==> src/rtl/com_to_in_pkg.sv <==
// Shared definitions for the serial link: receiver state encoding, frame
// geometry and parity-mode constants common to transmitter and receiver.
package com_to_in_pkg;

  typedef enum logic [2:0] {
    IDLE   = 3'd0,
    START  = 3'd1,
    DATA   = 3'd2,
    PARITY = 3'd3,
    STOP   = 3'd4,
    BREAK  = 3'd5
  } rxState_t;

  localparam int DATA_BITS = 8;

  localparam logic PARITY_MODE_EVEN = 1'b0;
  localparam logic PARITY_MODE_ODD  = 1'b1;

endpackage

==> src/rtl/com_to_in_rx_sync.sv <==
// Two-flop synchronizer for the asynchronous rx line; resets to the idle
// level so reset never looks like a start edge.
module rx_sync (
  input  logic clk,
  input  logic nReset,
  input  logic rx,
  output logic rxs
);

  logic [1:0] syncReg;

  always_ff @(posedge clk) begin
    if (!nReset) begin
      syncReg <= 2'b11;
    end else begin
      syncReg <= {syncReg[0], rx};
    end
  end

  assign rxs = syncReg[1];

endmodule

==> src/rtl/com_to_in.sv <==
// Serial receive stage: oversampled, centre-sampled UART-style receiver
// delivering a byte plus parity/framing flags per completed frame.
module com_to_in
  import com_to_in_pkg::*;
#(
  parameter int OVERSAMPLE = 16,
  parameter bit PARITY_ODD = 1'b0
) (
  input  logic                 clk,
  input  logic                 nReset,
  input  logic                 enable,
  input  logic                 rx,
  output logic [DATA_BITS-1:0] data,
  output logic                 isReady,
  output logic                 parityErr,
  output logic                 frameErr,
  output logic                 busy
);

  localparam int TW = $clog2(OVERSAMPLE);
  localparam logic [TW-1:0] HALF_LAST = TW'(OVERSAMPLE / 2 - 1);
  localparam logic [TW-1:0] FULL_LAST = TW'(OVERSAMPLE - 1);
  localparam logic [2:0]    LAST_BIT  = 3'(DATA_BITS - 1);
  localparam logic PARITY_TARGET = (PARITY_ODD != 1'b0) ? PARITY_MODE_ODD : PARITY_MODE_EVEN;

  rxState_t stateReg, stateNext;
  logic [TW-1:0]        tickReg;
  logic [2:0]           bitIdxReg;
  logic [DATA_BITS-1:0] shiftReg;
  logic [DATA_BITS-1:0] bitSel;
  logic                 parityBitReg;
  logic                 rxs;

  logic tickClear;
  logic bitIdxClear;
  logic sampleData;
  logic sampleParity;
  logic sampleStop;

  rx_sync uSync (
    .clk    (clk),
    .nReset (nReset),
    .rx     (rx),
    .rxs    (rxs)
  );

  // One-hot write select for the shift register slot addressed by the bit index.
  for (genvar gi = 0; gi < DATA_BITS; gi++) begin : gBitSel
    assign bitSel[gi] = (bitIdxReg == 3'(gi));
  end

  always_ff @(posedge clk) begin
    if (!nReset) begin
      stateReg     <= IDLE;
      tickReg      <= '0;
      bitIdxReg    <= '0;
      shiftReg     <= '0;
      parityBitReg <= 1'b0;
    end else begin
      stateReg <= stateNext;
      if (enable) begin
        tickReg <= tickClear ? '0 : tickReg + 1'b1;
      end
      if (bitIdxClear) begin
        bitIdxReg <= '0;
      end else if (sampleData) begin
        bitIdxReg <= bitIdxReg + 1'b1;
      end
      if (sampleData) begin
        shiftReg <= (shiftReg & ~bitSel) | (bitSel & {DATA_BITS{rxs}});
      end
      if (sampleParity) begin
        parityBitReg <= rxs;
      end
    end
  end

  always_comb begin
    stateNext = stateReg;
    if (enable) begin
      unique case (stateReg)
        IDLE:    if (!rxs) stateNext = START;
        START:   if (tickReg == HALF_LAST) stateNext = rxs ? IDLE : DATA;
        DATA:    if (tickReg == FULL_LAST && bitIdxReg == LAST_BIT) stateNext = PARITY;
        PARITY:  if (tickReg == FULL_LAST) stateNext = STOP;
        STOP:    if (tickReg == FULL_LAST) stateNext = rxs ? IDLE : BREAK;
        BREAK:   if (rxs) stateNext = IDLE;
        default: stateNext = IDLE;
      endcase
    end
  end

  // The tick counter is held at zero while idle so START always counts from its entry tick.
  always_comb begin
    busy         = (stateReg != IDLE);
    tickClear    = 1'b0;
    bitIdxClear  = 1'b0;
    sampleData   = 1'b0;
    sampleParity = 1'b0;
    sampleStop   = 1'b0;
    if (enable) begin
      unique case (stateReg)
        IDLE: tickClear = 1'b1;
        START: begin
          tickClear   = (tickReg == HALF_LAST);
          bitIdxClear = (tickReg == HALF_LAST) && !rxs;
        end
        DATA:    sampleData   = (tickReg == FULL_LAST);
        PARITY:  sampleParity = (tickReg == FULL_LAST);
        STOP:    sampleStop   = (tickReg == FULL_LAST);
        default: ;
      endcase
    end
  end

  always_ff @(posedge clk) begin
    if (!nReset) begin
      data      <= '0;
      isReady   <= 1'b0;
      parityErr <= 1'b0;
      frameErr  <= 1'b0;
    end else begin
      isReady <= sampleStop;
      if (sampleStop) begin
        data      <= shiftReg;
        parityErr <= ((^shiftReg) ^ parityBitReg) != PARITY_TARGET;
        frameErr  <= !rxs;
      end
    end
  end

endmodule

==> config.mk <==
export PLATFORM = sky130hd
export DESIGN_NAME = com_to_in
export DESIGN_NICKNAME = d
export VERILOG_FILES = /design/src/rtl/com_to_in_pkg.sv /design/src/rtl/com_to_in_rx_sync.sv /design/src/rtl/com_to_in.sv
export SDC_FILE = /design/constraint.sdc
export NUM_CORES = 1
export LEC_CHECK = 0
export CELL_PAD_IN_SITES_DETAIL_PLACEMENT = 1
export CELL_PAD_IN_SITES_GLOBAL_PLACEMENT = 1
export CORE_AREA = 2 2 66 61
export CTS_BUF_LIST = sky130_fd_sc_hd__clkbuf_4 sky130_fd_sc_hd__clkbuf_8
export DETAILED_ROUTE_END_ITERATION = 8
export DIE_AREA = 0 0 68 63
export PLACE_DENSITY_LB_ADDON = 0.1
export SLEW_MARGIN = 10
export SYNTH_ARGS = -nofsm -noshare
export SYNTH_HDL_FRONTEND = slang
export SYNTH_HIERARCHICAL = 1
export SYNTH_SLANG_ARGS = --single-unit
==> constraint.sdc <==
create_clock -name clk -period 2 [get_ports clk]
set_input_delay 0.4 -clock clk [delete_from_list [all_inputs] [get_ports clk]]
set_output_delay 0.4 -clock clk [all_outputs]
set_load 0.03 [all_outputs]
==> summary.md <==
| Metric | Value |
|---|---|
| Compound-Gate Fraction of Synth Area | `9.98%` |
| GR Overflow Total | `0` |
| Clock Tree Root | `clkbuf_8` |
| Max clock buf depth | `2` |
| Number of buffers added for setup after CTS | `0` |
| Worst hold path type | `reg2reg` |
| Core area | `3630 µm²` |
| Worst-path clk slew | `70 ps` |
| Grt met2 use | `26.6%` |
| Asr flop ratio synth | `0%` |
| Clock skew | `5.42 ps` |
| Die Area | `4280 µm²` |
| Main combinational cell family by area after synthesis | `simple AND/OR/NAND/NOR gates` |
| Share of cells above drive strength 1 | `13.9%` |
| CTS buffer count | `5` |
| Predominant post-synthesis flop cell | `dfxtp_1` |
| GR peak layer | `met2` |
| Setup TNS | `0 ps` |
| CTS Sinks | `32` |
| Port bufs | `15` |
| Power Dens Cells | `725 nW/µm²` |
| Final period util | `84.7%` |
| Placer Congestion | `0.730` |
| Met1 Use GR | `22.9%` |
| Mapped Nets | `177` |
| Adder and majority gate portion of the synthesized area | `5.59%` |
| Peak Freq | `0.590 GHz` |
| Setup crit end kind | `register` |
| Num rows | `21` |
| Hold Fails Final Rpt | `0` |
| Initial core utilization | `43.2%` |
| #FFs+latches synth | `32` |
| CP required | `2200 ps` |
| Biggest area consumer among synthesized cells | `dfxtp_1` |
| First-pass GRT wire length | `5.65 mm` |
| Avg Cell Area, Syn | `9.44 µm²` |
| Vias | `1,208` |
| Post-route DRC | `0` |
| Hold buffer count at CTS | `0` |
| Die W | `68 µm` |
| Crit path max fanout | `12` |
| Gr usage total | `17.3%` |
| Status | `finished, final reports clean` |
| Multiplexer area fraction after synthesis | `10.2%` |
| Met3 GRT Util | `4.68%` |
| Fin crit period | `1690 ps` |
| DP HPWL | `2.47 mm` |
| Initial DRC count | `33` |
| Register area share after synthesis | `40.9%` |
| EDFF count, synth | `0` |
| WS Path Type | `reg2reg` |
| Clk_lat worst skew | `280 ps` |
| Fin nets | `197` |
| Maximum vdd drop | `0.371 mV` |
| Final WL | `3.29 mm` |
| Vias/cell | `5.18` |
| Max-slew violations | `0` |
| Synth area leaders | `dfxtp_1 (41%), mux2i_1 (10%), ha_1 (5.6%)` |
| Xor and xnor fraction of the mapped netlist area | `5.35%` |
| Boundary pin count | `16` |
| Initial antenna violation count | `0` |
| Worst setup SP type | `register` |
| Htree depth | `2` |
| Syn Inst Count | `166` |
| Syn Std Cell Area | `1570 µm²` |
| Top cell type's share of synthesized area | `40.9%` |
| Ant diodes | `0` |
| DRT Pass-1 Iters | `3` |
| Routed wire length per instance | `14.1 µm` |
| Synth unique cells | `39` |
| Post-Synth Simple-Gate Area | `23.2%` |
| Largest net degree at the start of global routing | `18` |
| CTS resizes | `0` |
| Critical Path AT | `1900 ps` |
| Pwr Total | `1.39 mW` |
| Die span in y | `63 µm` |
| Leak Pwr | `0.763 nW` |
| Post-DRT Antenna Nets | `0` |
| RSZ-0062 raised after global routing | `false` |
| Synth warnings | `6` |
| TritonCTS clock tree | `done` |
| Area grow syn2layout | `22.0%` |
| Max-cap violation count | `0` |
| Final Setup Violations | `0` |
| Worst-margin pin slew | `423 ps` |
| Fill count | `412` |
| Vias in the first global route | `1,239` |
| Slew HR | `71.8%` |
==> path summary, 6_finish.rpt <==
| kind | startpoint | end | slack [ps] | cells past startpoint |
|---|---|---|---|---|
| worst max-delay path | tickReg[0] | register | 310 | 6 |
| worst min register to register | uSync/syncReg[0] | uSync/syncReg[1] | 420 | 1 |
| worst max register to register | tickReg[0] | register | 310 | 6 |
| worst min-delay path | uSync/syncReg[0] | uSync/syncReg[1] | 420 | 1 |
==> worst max-delay path, stage by stage (launching register included) <==
cell and delay, ps:
dfxtp_1 370, ha_1 250, and4_4 280, and3_4 290, and2_4 180, nand2_1 60, mux2i_1 180
==> per-layer routing <==
| metal | routed length (µm) | part of all wire, % | vias up |
|---|---|---|---|
| met3 | 110 | 3.3 | 9 |
| met2 | 1460 | 44 | 18 |
| met5 | 0 | 0 | - |
| li1 | - | - | 608 |
| met1 | 1650 | 50 | 573 |
| met4 | 60 | 1.8 | 0 |
==> logic make-up (layout without fill, tap and decap cells) <==
| group | after synthesis | count (layout) |
|---|---|---|
| DFF | 32 | 32 |
| xor gates and xnor gates | 8 | 8 |
| adders and majority gates | 7 | 7 |
| muxes | 16 | 16 |
| buffers and inverters | 14 | 35 |
| AOI/OAI and AO/OA | 23 | 23 |
| and+or+nand+nor | 66 | 66 |
==> layout make-up <==
type	count	area, µm²	share of cell area (%)
Sequential cell	32	641	33.5
Timing Repair Buffer	22	218	11.4
Tap cell	46	57.6	3.01
Clock inverter	1	30.0	1.57
Inverter	5	18.8	0.981
Clock buffer	7	96.3	5.04
Multi-Input combinational cell	120	852	44.5
==> cells in the mapped netlist, types with 2 or more instances <==
master and count:
o21ai_1 4, dfxtp_1 32, buf_2 3, o21ai_2 2
nand2b_1 3, ha_1 7, buf_6 2, mux2i_1 16
nor4bb_1 2, nand2_1 12, xnor2_1 6, and3b_1 2
clkbuf_1 3, o21ai_0 2, nor2_1 21, nand3_1 11
o31ai_1 2, nand3b_1 2, and3_1 2, a211oi_2 2
inv_1 5, a21oi_1 8
==> where the power goes <==
group          total (mW)  switching (mW)  internal (mW)
clock               0.674           0.235          0.439
sequential          0.645         0.00317          0.641
combinational      0.0685          0.0412         0.0274
==> layout by cell type, fill, tap and decap left out, types with 3 or more instances in the layout <==
| cell | n |
|---|---|
| o21ai_1 | 4 |
| nand2b_1 | 3 |
| mux2i_1 | 16 |
| a21oi_1 | 8 |
| ha_1 | 7 |
| xnor2_1 | 6 |
| nand2_1 | 12 |
| inv_1 | 5 |
| nand3_1 | 11 |
| clkdlybuf4s50_1 | 14 |
| dfxtp_1 | 32 |
| nor2_1 | 21 |
| clkbuf_8 | 7 |
| buf_4 | 6 |
==> per-stage QoR <==
step | hold slack (ps) | instances | area (µm²) | setup slack (ps) | utilization, %
after detailed placement | 416 | 225 | 1780 | 70.0 | 49.2
final | 423 | 233 | 1910 | 306 | 52.8
after floorplan | 386 | 166 | 1570 | 521 | -
after global placement | 392 | 225 | 1780 | 145 | 49.2
after CTS | 430 | 233 | 1910 | 34.7 | 52.7
after global routing | 443 | 233 | 1910 | 139 | 52.8
Note: power is estimated with default switching activity, not from simulation.
